<file path="config.mk">
export PLATFORM = sky130hd
export DESIGN_NAME = mem_access_unit_flat
export DESIGN_NICKNAME = d
export VERILOG_FILES = /design/src/rtl/mem_access_if.sv /design/src/rtl/mem_access_unit.sv /design/src/flat_wrapper.sv
export SDC_FILE = /design/constraint.sdc
export NUM_CORES = 1
export LEC_CHECK = 0
export CAP_MARGIN = 20
export CORE_ASPECT_RATIO = 1.75
export CORE_MARGIN = 2
export CORE_UTILIZATION = 40
export DETAILED_ROUTE_END_ITERATION = 8
export PLACE_DENSITY = 0.84
export REMOVE_ABC_BUFFERS = 1
export SLEW_MARGIN = 0
export SYNTH_ARGS = -nofsm -noshare
export SYNTH_HDL_FRONTEND = slang
export SYNTH_SLANG_ARGS = --single-unit
</file>
<file path="constraint.sdc">
create_clock -name CLK -period 6.2 [get_ports CLK]
set_clock_uncertainty 0.15 [all_clocks]
set_input_delay 0.93 -clock CLK [delete_from_list [all_inputs] [get_ports CLK]]
set_output_delay 0.93 -clock CLK [all_outputs]
set_load 0.03 [all_outputs]
</file>
<file path="src/rtl/mem_access_if.sv">
// Bundles the instruction-in, data-memory bus and downstream-register signals of mem_access_unit.
// The unit connects through slave; the pipeline/memory environment connects through master.
interface mem_access_if;
  logic        in_valid;
  logic        in_mem_read;
  logic        in_mem_write;
  logic [3:0]  in_WC;
  logic [31:0] in_PC;
  logic [31:0] in_alu_res;
  logic [31:0] in_store_data;
  logic [1:0]  in_S_MXRB;
  logic        in_W_RB;
  logic        stall;
  logic        mem_req;
  logic        mem_we;
  logic [31:0] mem_addr;
  logic [31:0] mem_wdata;
  logic [31:0] mem_rdata;
  logic        mem_ack;
  logic        out_enable;
  logic [3:0]  out_WC;
  logic [31:0] out_PC;
  logic [31:0] out_alu_res;
  logic [1:0]  out_S_MXRB;
  logic        out_W_RB;
  logic [31:0] out_PR;
  logic        bus_error;

  modport master (
    output in_valid, in_mem_read, in_mem_write, in_WC, in_PC, in_alu_res,
           in_store_data, in_S_MXRB, in_W_RB, mem_rdata, mem_ack,
    input  stall, mem_req, mem_we, mem_addr, mem_wdata, out_enable, out_WC,
           out_PC, out_alu_res, out_S_MXRB, out_W_RB, out_PR, bus_error
  );

  modport slave (
    input  in_valid, in_mem_read, in_mem_write, in_WC, in_PC, in_alu_res,
           in_store_data, in_S_MXRB, in_W_RB, mem_rdata, mem_ack,
    output stall, mem_req, mem_we, mem_addr, mem_wdata, out_enable, out_WC,
           out_PC, out_alu_res, out_S_MXRB, out_W_RB, out_PR, bus_error
  );
endinterface

</file>
<file path="src/rtl/mem_access_unit.sv">
// EX/MEM memory-access stage: ALU ops pass through combinationally, loads/stores run a
// req/ack bus access with timeout while stalling upstream; sticky bus_error on timeout.
module mem_access_unit #(
  parameter int unsigned TIMEOUT_CYCLES = 16
) (
  input logic         CLK,
  input logic         RESET,
  mem_access_if.slave bus
);
  typedef enum logic [1:0] {IDLE, BUSY, DONE} state_t;

  localparam logic [7:0] LAST_BUSY = 8'(TIMEOUT_CYCLES - 1);

  state_t      state_q, state_d;
  logic [7:0]  cnt_q, cnt_d;
  logic        req_q, req_d;
  logic        we_q, we_d;
  logic        err_q, err_d;
  logic [3:0]  wc_q, wc_d;
  logic [31:0] pc_q, pc_d;
  logic [31:0] addr_q, addr_d;
  logic [31:0] wdata_q, wdata_d;
  logic [1:0]  smx_q, smx_d;
  logic        wrb_q, wrb_d;
  logic [31:0] pr_q, pr_d;

  logic is_mem, pass, accept;

  always_comb begin
    is_mem = bus.in_mem_read | bus.in_mem_write;
    pass   = !RESET && (state_q == IDLE) && bus.in_valid && !is_mem;
    accept = (state_q == IDLE) && bus.in_valid && is_mem;
  end

  // Downstream fields: live inputs for a pass-through, otherwise the latched instruction.
  always_comb begin
    bus.stall      = !RESET && (accept || (state_q == BUSY));
    bus.out_enable = pass || (!RESET && (state_q == DONE));
    if (pass) begin
      bus.out_WC      = bus.in_WC;
      bus.out_PC      = bus.in_PC;
      bus.out_alu_res = bus.in_alu_res;
      bus.out_S_MXRB  = bus.in_S_MXRB;
      bus.out_W_RB    = bus.in_W_RB;
      bus.out_PR      = '0;
    end else begin
      bus.out_WC      = wc_q;
      bus.out_PC      = pc_q;
      bus.out_alu_res = addr_q;
      bus.out_S_MXRB  = smx_q;
      bus.out_W_RB    = wrb_q;
      bus.out_PR      = pr_q;
    end
  end

  assign bus.mem_req   = req_q;
  assign bus.mem_we    = we_q;
  assign bus.mem_addr  = addr_q;
  assign bus.mem_wdata = wdata_q;
  assign bus.bus_error = err_q;

  always_comb begin
    state_d = state_q;
    cnt_d   = cnt_q;
    req_d   = req_q;
    we_d    = we_q;
    err_d   = err_q;
    wc_d    = wc_q;
    pc_d    = pc_q;
    addr_d  = addr_q;
    wdata_d = wdata_q;
    smx_d   = smx_q;
    wrb_d   = wrb_q;
    pr_d    = pr_q;
    unique case (state_q)
      IDLE: begin
        if (accept) begin
          wc_d    = bus.in_WC;
          pc_d    = bus.in_PC;
          addr_d  = bus.in_alu_res;
          wdata_d = bus.in_store_data;
          smx_d   = bus.in_S_MXRB;
          wrb_d   = bus.in_W_RB;
          we_d    = bus.in_mem_write;
          pr_d    = '0;
          cnt_d   = '0;
          req_d   = 1'b1;
          state_d = BUSY;
        end
      end
      BUSY: begin
        cnt_d = cnt_q + 8'd1;
        // An ack on the final allowed cycle still completes normally.
        if (bus.mem_ack) begin
          pr_d    = we_q ? 32'd0 : bus.mem_rdata;
          req_d   = 1'b0;
          state_d = DONE;
        end else if (cnt_q == LAST_BUSY) begin
          pr_d    = '0;
          wrb_d   = 1'b0;
          err_d   = 1'b1;
          req_d   = 1'b0;
          state_d = DONE;
        end
      end
      DONE:    state_d = IDLE;
      default: state_d = IDLE;
    endcase
  end

  always_ff @(posedge CLK) begin
    if (RESET) begin
      state_q <= IDLE;
      cnt_q   <= '0;
      req_q   <= 1'b0;
      we_q    <= 1'b0;
      err_q   <= 1'b0;
      wc_q    <= '0;
      pc_q    <= '0;
      addr_q  <= '0;
      wdata_q <= '0;
      smx_q   <= '0;
      wrb_q   <= 1'b0;
      pr_q    <= '0;
    end else begin
      state_q <= state_d;
      cnt_q   <= cnt_d;
      req_q   <= req_d;
      we_q    <= we_d;
      err_q   <= err_d;
      wc_q    <= wc_d;
      pc_q    <= pc_d;
      addr_q  <= addr_d;
      wdata_q <= wdata_d;
      smx_q   <= smx_d;
      wrb_q   <= wrb_d;
      pr_q    <= pr_d;
    end
  end
endmodule

</file>
<file path="src/flat_wrapper.sv">
// flat-port wrapper written by rule: the top's interface ports become plain ports
module mem_access_unit_flat 
#(
  parameter int unsigned TIMEOUT_CYCLES = 16
)
  (CLK, RESET, bus_in_valid, bus_in_mem_read, bus_in_mem_write, bus_in_WC, bus_in_PC, bus_in_alu_res, bus_in_store_data, bus_in_S_MXRB, bus_in_W_RB, bus_mem_rdata, bus_mem_ack, bus_stall, bus_mem_req, bus_mem_we, bus_mem_addr, bus_mem_wdata, bus_out_enable, bus_out_WC, bus_out_PC, bus_out_alu_res, bus_out_S_MXRB, bus_out_W_RB, bus_out_PR, bus_bus_error);
  mem_access_if bus_i ();
  input logic CLK;
  input logic RESET;
  input wire logic [$bits(bus_i.in_valid)-1:0] bus_in_valid;
  input wire logic [$bits(bus_i.in_mem_read)-1:0] bus_in_mem_read;
  input wire logic [$bits(bus_i.in_mem_write)-1:0] bus_in_mem_write;
  input wire logic [$bits(bus_i.in_WC)-1:0] bus_in_WC;
  input wire logic [$bits(bus_i.in_PC)-1:0] bus_in_PC;
  input wire logic [$bits(bus_i.in_alu_res)-1:0] bus_in_alu_res;
  input wire logic [$bits(bus_i.in_store_data)-1:0] bus_in_store_data;
  input wire logic [$bits(bus_i.in_S_MXRB)-1:0] bus_in_S_MXRB;
  input wire logic [$bits(bus_i.in_W_RB)-1:0] bus_in_W_RB;
  input wire logic [$bits(bus_i.mem_rdata)-1:0] bus_mem_rdata;
  input wire logic [$bits(bus_i.mem_ack)-1:0] bus_mem_ack;
  output wire logic [$bits(bus_i.stall)-1:0] bus_stall;
  output wire logic [$bits(bus_i.mem_req)-1:0] bus_mem_req;
  output wire logic [$bits(bus_i.mem_we)-1:0] bus_mem_we;
  output wire logic [$bits(bus_i.mem_addr)-1:0] bus_mem_addr;
  output wire logic [$bits(bus_i.mem_wdata)-1:0] bus_mem_wdata;
  output wire logic [$bits(bus_i.out_enable)-1:0] bus_out_enable;
  output wire logic [$bits(bus_i.out_WC)-1:0] bus_out_WC;
  output wire logic [$bits(bus_i.out_PC)-1:0] bus_out_PC;
  output wire logic [$bits(bus_i.out_alu_res)-1:0] bus_out_alu_res;
  output wire logic [$bits(bus_i.out_S_MXRB)-1:0] bus_out_S_MXRB;
  output wire logic [$bits(bus_i.out_W_RB)-1:0] bus_out_W_RB;
  output wire logic [$bits(bus_i.out_PR)-1:0] bus_out_PR;
  output wire logic [$bits(bus_i.bus_error)-1:0] bus_bus_error;
  assign bus_i.in_valid = bus_in_valid;
  assign bus_i.in_mem_read = bus_in_mem_read;
  assign bus_i.in_mem_write = bus_in_mem_write;
  assign bus_i.in_WC = bus_in_WC;
  assign bus_i.in_PC = bus_in_PC;
  assign bus_i.in_alu_res = bus_in_alu_res;
  assign bus_i.in_store_data = bus_in_store_data;
  assign bus_i.in_S_MXRB = bus_in_S_MXRB;
  assign bus_i.in_W_RB = bus_in_W_RB;
  assign bus_i.mem_rdata = bus_mem_rdata;
  assign bus_i.mem_ack = bus_mem_ack;
  assign bus_stall = bus_i.stall;
  assign bus_mem_req = bus_i.mem_req;
  assign bus_mem_we = bus_i.mem_we;
  assign bus_mem_addr = bus_i.mem_addr;
  assign bus_mem_wdata = bus_i.mem_wdata;
  assign bus_out_enable = bus_i.out_enable;
  assign bus_out_WC = bus_i.out_WC;
  assign bus_out_PC = bus_i.out_PC;
  assign bus_out_alu_res = bus_i.out_alu_res;
  assign bus_out_S_MXRB = bus_i.out_S_MXRB;
  assign bus_out_W_RB = bus_i.out_W_RB;
  assign bus_out_PR = bus_i.out_PR;
  assign bus_bus_error = bus_i.bus_error;
  mem_access_unit #(.TIMEOUT_CYCLES(TIMEOUT_CYCLES)) u_core (.CLK(CLK), .RESET(RESET), .bus(bus_i));
endmodule
</file>
==> results of run 1 <==
-- cells by family (layout without fill, tap and decap cells) --
group / after synthesis / after routing / share of synthesized area (%)
compound gates: 294 / 294 / 23.8
simple gates: 202 / 202 / 15.3
flops: 148 / 148 / 43.1
buf+inv: 92 / 357 / 5.79
mux: 72 / 72 / 11.8
fa+ha+maj: 1 / 1 / 0.182
-- metrics by stage --
stage          utilization, %  hold slack, ps  area, um^2  power [mW]
2_1_floorplan               -             293        6480        1.34
3_3_place_gp             59.4             295       10000        1.63
3_5_place_dp             59.4             295       10000        1.64
4_1_cts                  62.9             306       10600        2.65
5_1_grt                  62.9             337       10600        2.73
6_report                 62.9             304       10600        2.63
-- how the worst max path moves through the flow --
stage,end,slack (ps),cells after the start
after floorplan,bus_stall,-340,3
after global placement,bus_out_PC[3],1640,6
after detailed placement,bus_out_PC[18],1580,6
after CTS,bus_out_PC[18],1570,6
after global routing,bus_out_PC[18],1480,6
final,bus_out_PC[18],1580,6
-- worst reg2reg max path: stages, from the launching register on --
cell	delay, ps
dfxtp_1	560
or3b_4	230
buf_4	720
o21ai_0	340
a21oi_1	190
-- flip-flops by register name, summed over array words and instances, names as in the netlist --
name and cells:
u_core.bus.bus_error 1, u_core.bus.mem_addr 32, u_core.bus.mem_req 1, u_core.bus.mem_wdata 32, u_core.bus.mem_we 1, u_core.cnt_q 8, u_core.pc_q 32, u_core.pr_q 32
u_core.smx_q 2, u_core.state_q 2, u_core.wc_q 4, u_core.wrb_q 1
-- cell usage after synthesis, drive strengths merged, types with 2 or more instances --
cell type  instances
a211oi             2
a21oi            143
a311oi            34
and3               2
buf               22
clkbuf            67
dfxtp            148
inv                3
mux2              72
nand2             40
nand2b             4
nand3            103
nand3b             2
nor2               5
nor2b             33
nor3               2
nor4               2
o211ai             2
o21ai            105
-- where the power goes --
| part | leakage [nW] | internal (mW) | switching [mW] | total [mW] |
|---|---|---|---|---|
| clock | 0.260 | 0.581 | 0.422 | 1.00 |
| combinational | 2.23 | 0.262 | 0.334 | 0.595 |
| sequential | 1.21 | 0.999 | 0.0287 | 1.03 |
-- final cells by class --
class | count | area share [%]
Inverter | 3 | 0.106
Multi-Input combinational cell | 569 | 33.5
Sequential cell | 148 | 27.9
Clock inverter | 12 | 1.13
Tap cell | 227 | 2.68
Clock buffer | 20 | 4.31
Timing Repair Buffer | 322 | 30.4
-- per-layer routing --
metal	wire, um	global-route usage (%)	vias to the layer above	share of wire, %
li1	-	-	3452	-
met1	8900	28.1	3459	38
met2	11800	42.3	312	51
met3	1460	4.84	64	6.3
met4	1130	12.0	0	4.9
met5	0	0	-	0
==> run summary, run 1 <==
Status - finished, final reports clean
Fin crit share - 74.5%
Crit path top cell by count - clkdlybuf4s50_1
Post-synth ARST share - 0%
H-tree depth - 4
Final Hold Fails - 0
Worst R2R Setup Slack - 3920 ps
Routed WL - 23,200 um
Core box area - 0.0169 mm^2
Site row count - 63
Share of cells above drive strength 1 - 8.75%
Cts bufs inserted - 17
Final ANT Viol Nets - 0
Syn-to-layout area delta - 54.3%
Reg2Reg Depth - 4
Largest net degree at the start of global routing - 109
Critical path's slowest cell - clkdlybuf4s50_1
RSZ-0062 raised after global routing - false
Synth Instances - 809
CP Launch Type - input port
Hold Crit Class - flip-flop to flip-flop
Avg Synthesized Cell Area - 8.49 um^2
Number of port buffers - 312
Crit Reg-Reg Endpoint - u_core.bus.mem_addr[24]
Synth top area share - 43.1%
Max Root-Sink Buffers - 2
DR DRC count - 0
RD Place Congestion - 0.847
R2R Path Start - u_core.state_q[1]
Largest cells by area after synthesis - dfxtp_1, a21oi_1, o21ai_0
Cell area after synthesis - 0.00687 mm^2
Leak pwr - 3.70 nW
TritonCTS clock tree - done
Min-delay src - u_core.bus.bus_error
Starting Density - 40.7%
Clock latency on the worst-skew pair - 400 ps
Synth unique cells - 43
ANT cells - 0
Fin nets - 1,203
Vias - 7,287
Post-DR wirelength/cell - 17.9 um
Post-synth EDFFs - 0
CP cell instances - clkdlybuf4s50_1 -> or3b_4 -> nor3_4 -> buf_4 -> mux2_2 -> clkdlybuf4s50_1
Vias in the first global route - 6,989
WHS Endpoint - u_core.bus.bus_error
Worst-path clk slew - 70 ps
1st-iter DRT viols - 349
Worst slack, placed - 1580 ps
Initial antenna violation count - 0
Die X - 103 um
Max VDD drop - 222 uV
Filler instances - 1,459
Total negative slack - 0 ps
Peak Freq - 217 MHz
DIE AREA - 0.0183 mm^2
Detailed placement HPWL - 15,300 um
Synth Register Bits - 148
First-pass GRT wire length - 35,800 um
Commonest non-fill, non-tap cell in the layout - clkdlybuf4s50_1
Req. time, crit path - 5120 ps
Register area - 0.00296 mm^2
Setup ws final - 1580 ps
Hold path depth - 2
Synthesis Warnings - 0
Worst setup startpoint - bus_in_valid
Sequential area share after synthesis - 43.1%
Cells after DPL - 1,269
GRT overflow - 0
Commonest cells after routing, fill and taps aside - clkdlybuf4s50_1, dfxtp_1, a21oi_1
Hold_buf cts - 0
Max incr delay on CP - 590 ps
Post-synth top flop - dfxtp_1
Worst-path fanout max - 34
Post-CTS setup buffers - 0
Worst-margin pin slew - 1150 ps
Pre-antenna DRT Iters - 5
Fin cells - 1,301
Max Slew Vio Count - 0
# resized after CTS - 0
Minimum clock period after layout - 4620 ps
Final setup fails - 0
Max-Cap Viols - 0
Area of the multi-input gates - 0.00355 mm^2
Via density - 5.60
IO Count - 313
Crit Path Class - input port to primary output
Worst path bufs/invs - 3
Clock root buffer - clkbuf_16
Crit end category - primary output
Die H - 177 um
Area leader, netlist - dfxtp_1
Global Route Usage Sum - 24.4%
CP arrival - 3540 ps
Slew HR - 23.3%
TritonCTS Sinks - 148
CP top delay family - buffers and inverters
PwrDens - 248 mW/mm^2
(Power assumes the default switching activity.)
==> run 2: changes to the inputs <==
Clock period 6.2 ns to 4.6 ns, I/O delays scaled along.
==> run summary, run 2 (synthesis gave the netlist of run 1 again) <==
Status - finished, final reports clean
CP top delay family - buffers and inverters
Initial antenna violation count - 0
H-tree depth - 4
Setup ws final - 520 ps
Cells after DPL - 1,271
TritonCTS Sinks - 148
Max VDD drop - 225 uV
Worst path bufs/invs - 3
Detailed placement HPWL - 15,500 um
DR DRC count - 0
Final Hold Fails - 0
Crit end category - primary output
Routed WL - 23,400 um
Site row count - 63
Share of cells above drive strength 1 - 9.01%
Max-Cap Viols - 0
Largest net degree at the start of global routing - 109
Req. time, crit path - 3760 ps
Peak Freq - 245 MHz
First-pass GRT wire length - 35,800 um
Commonest cells after routing, fill and taps aside - clkdlybuf4s50_1, dfxtp_1, a21oi_1
Final Core Density - 63.0%
Vias in the first global route - 6,779
Max Slew Vio Count - 0
Pre-antenna DRT Iters - 6
DIE AREA - 0.0183 mm^2
PwrDens - 336 mW/mm^2
Area of the multi-input gates - 0.00355 mm^2
Cts bufs inserted - 17
Max Root-Sink Buffers - 2
Crit Path Class - input port to primary output
TritonCTS clock tree - done
Fin crit share - 88.7%
GRT overflow - 0
Commonest non-fill, non-tap cell in the layout - clkdlybuf4s50_1
Post-DR wirelength/cell - 18.0 um
Final ANT Viol Nets - 0
Core box area - 0.0169 mm^2
Minimum clock period after layout - 4080 ps
Worst R2R Setup Slack - 2160 ps
Clock latency on the worst-skew pair - 410 ps
Die H - 177 um
Leak pwr - 3.73 nW
Max incr delay on CP - 620 ps
Worst-margin pin slew - 1030 ps
Number of port buffers - 312
Die X - 103 um
CP Launch Type - input port
Critical path's slowest cell - clkdlybuf4s50_1
Hold Crit Class - flip-flop to flip-flop
Via density - 5.57
Worst setup startpoint - bus_in_valid
RSZ-0062 raised after global routing - false
Fin nets - 1,206
Slew HR - 31.5%
CP arrival - 3240 ps
Post-CTS setup buffers - 0
Filler instances - 1,441
CP cell instances - clkdlybuf4s50_1 -> or3b_4 -> nor3_4 -> buf_12 -> mux2_2 -> clkdlybuf4s50_1
1st-iter DRT viols - 354
Total design power - 3.58 mW
ANT cells - 0
# resized after CTS - 0
Crit path top cell by count - clkdlybuf4s50_1
Worst-path fanout max - 75
Starting Density - 40.7%
RD Place Congestion - 0.802
Hold_buf cts - 0
Final hold slack - 296 ps
Register area - 0.00296 mm^2
Fin cells - 1,304
IO Count - 313
Worst slack, placed - 514 ps
Clock root buffer - clkbuf_16
Min-delay src - u_core.bus.bus_error
R2R Path Start - u_core.cnt_q[0]
Final setup fails - 0
Global Route Usage Sum - 24.7%
Worst-path clk slew - 60 ps
Syn-to-layout area delta - 54.8%
Vias - 7,257
-- run 2: cell type report --
type / count / area share, %
Clock buffer: 20 / 4.11
Tap cell: 227 / 2.67
Multi-Input combinational cell: 569 / 33.4
Timing Repair Buffer: 325 / 30.5
Clock inverter: 12 / 1.36
Inverter: 3 / 0.106
Sequential cell: 148 / 27.9
-- run 2: per-stage QoR --
stage	TNS, ps	area [um^2]
floorplan	-167760	6480
global placement	0	10000
detailed placement	0	10000
CTS	0	10600
global route	0	10600
finish	0	10600
-- run 2: path summary, 6_finish.rpt --
path              cells after the start              endpoint
hold / removal                        2  u_core.bus.bus_error
setup reg to reg                      5       u_core.pr_q[23]
setup / recovery                      6        bus_out_PC[24]
hold reg to reg                       2  u_core.bus.bus_error
-- run 2: power by group --
part	total [mW]	internal, mW	switching (mW)
registers	1.39	1.35	0.0390
clock network	1.38	0.811	0.574
logic	0.804	0.354	0.450
total	3.58	2.51	1.06
-- run 2: layer usage --
layer | routed length (um) | up-vias | track usage, %
met4 | 990 | 0 | 11.4
met1 | 8840 | 3436 | 29.0
met2 | 12100 | 299 | 41.8
li1 | - | 3463 | -
met3 | 1470 | 59 | 5.59
met5 | 0 | - | 0
-- run 2: worst min-delay path, delay by kind of cell, from the launching register on --
family	cells	cell delay (ps)
flip-flops	1	310
buffers and inverters	1	40
AO/OA/AOI/OAI	1	50
==> run 3: changes to the inputs <==
Settings changed: TNS_END_PERCENT set to 10.
Clock period 4.6 ns to 4.03 ns, I/O delays scaled along.
==> run summary, run 3 (synthesis gave the netlist of run 1 again) <==
Total negative slack - 0 ps
Post-CTS setup buffers - 0
ANT cells - 0
Commonest cells after routing, fill and taps aside - clkdlybuf4s50_1, dfxtp_1, a21oi_1
Share of cells above drive strength 1 - 9.02%
Worst-path clk slew - 60 ps
Routed WL - 23,500 um
Fin crit share - 96.8%
Worst R2R Setup Slack - 1760 ps
Status - finished, final reports clean
1st-iter DRT viols - 349
Worst-margin pin slew - 1020 ps
Via density - 5.61
Crit Reg-Reg Endpoint - u_core.pc_q[30]
Leak pwr - 3.76 nW
Hold_buf cts - 0
Max Slew Vio Count - 0
Initial antenna violation count - 0
Max incr delay on CP - 600 ps
Cells after DPL - 1,272
Crit Path Class - input port to primary output
TritonCTS clock tree - done
Critical path's slowest cell - clkdlybuf4s50_1
CP arrival - 3150 ps
Minimum clock period after layout - 3900 ps
CP cell instances - clkdlybuf4s50_1 -> or3b_4 -> nor3_4 -> buf_12 -> mux2_1 -> clkdlybuf4s50_1
Req. time, crit path - 3280 ps
Die X - 103 um
Register area - 0.00296 mm^2
Cts bufs inserted - 17
Final Hold Fails - 0
Clock root buffer - clkbuf_16
Max-Cap Viols - 0
Final ANT Viol Nets - 0
Slew HR - 31.9%
Max Root-Sink Buffers - 2
TritonCTS Sinks - 148
Max VDD drop - 292 uV
Fin nets - 1,206
Clock latency on the worst-skew pair - 400 ps
Crit end category - primary output
Filler instances - 1,448
CP Launch Type - input port
RSZ-0062 raised after global routing - false
Worst setup startpoint - bus_in_valid
Worst-path fanout max - 36
Hold Crit Class - flip-flop to flip-flop
Commonest non-fill, non-tap cell in the layout - clkdlybuf4s50_1
CP top delay family - buffers and inverters
PwrDens - 395 mW/mm^2
Core box area - 0.0169 mm^2
IO Count - 313
Peak Freq - 256 MHz
Post-DR wirelength/cell - 18.1 um
H-tree depth - 4
Reg2Reg Depth - 4
Site row count - 63
Largest net degree at the start of global routing - 109
R2R Path Start - u_core.state_q[1]
Vias in the first global route - 7,018
Final hold slack - 311 ps
Worst path bufs/invs - 3
DIE AREA - 0.0183 mm^2
DR DRC count - 0
Critical Path Sink - bus_out_alu_res[26]
Detailed placement HPWL - 15,700 um
Final setup fails - 0
Stages on the worst setup path - 6
Vias - 7,306
RD Place Congestion - 0.837
Crit path top cell by count - clkdlybuf4s50_1
Syn-to-layout area delta - 55.6%
Pre-antenna DRT Iters - 5
Die H - 177 um
GRT overflow - 0
First-pass GRT wire length - 36,000 um
Starting Density - 40.7%
Global Route Usage Sum - 24.8%
Fin cells - 1,302
Area of the multi-input gates - 0.00355 mm^2
# resized after CTS - 0
Number of port buffers - 312
-- run 3: per-stage QoR --
step,area [um^2],power [mW],setup slack [ps],util (%)
after floorplan,6480,2.06,-1860,-
after CTS,10700,4.25,136,63.4
after global placement,10100,2.51,162,59.6
after detailed placement,10100,2.53,154,59.6
after global routing,10700,4.38,49.6,63.4
final,10700,4.22,128,63.4
-- run 3: final cells by class --
cell class	count	area share [%]
clock buffer	18	4.01
clock inverter	12	1.92
inverter	3	0.105
multi-input combinational	569	33.2
sequential	148	27.7
tap	227	2.66
timing repair buffer	325	30.4
-- run 3: worst min path at each step --
stage | from | to | cells past startpoint
4_1_cts | u_core.bus.bus_error | u_core.bus.bus_error | 2
3_3_place_gp | u_core.bus.bus_error | u_core.bus.bus_error | 2
6_report | u_core.bus.bus_error | u_core.bus.bus_error | 2
3_5_place_dp | u_core.bus.bus_error | u_core.bus.bus_error | 2
2_1_floorplan | u_core.smx_q[0] | u_core.smx_q[0] | 2
5_1_grt | u_core.bus.bus_error | u_core.bus.bus_error | 2
-- run 3: worst register-to-register path: stages (launching register included) --
cell     delay, ps
dfxtp_1        560
or3b_4         230
buf_4          750
o21ai_0        310
a21oi_1        190
-- run 3: metal layers --
metal	routed length (um)	vias up	track usage [%]
li1	-	3449	-
met1	8890	3485	28.1
met2	12300	309	43.6
met3	1410	63	4.69
met4	971	0	11.6
met5	0	-	0
-- run 3: report_power, final --
part / switching [mW] / internal [mW] / total (mW)
clock network: 0.626 / 1.10 / 1.72
logic: 0.514 / 0.404 / 0.917
registers: 0.0451 / 1.54 / 1.58
total: 1.18 / 3.04 / 4.22
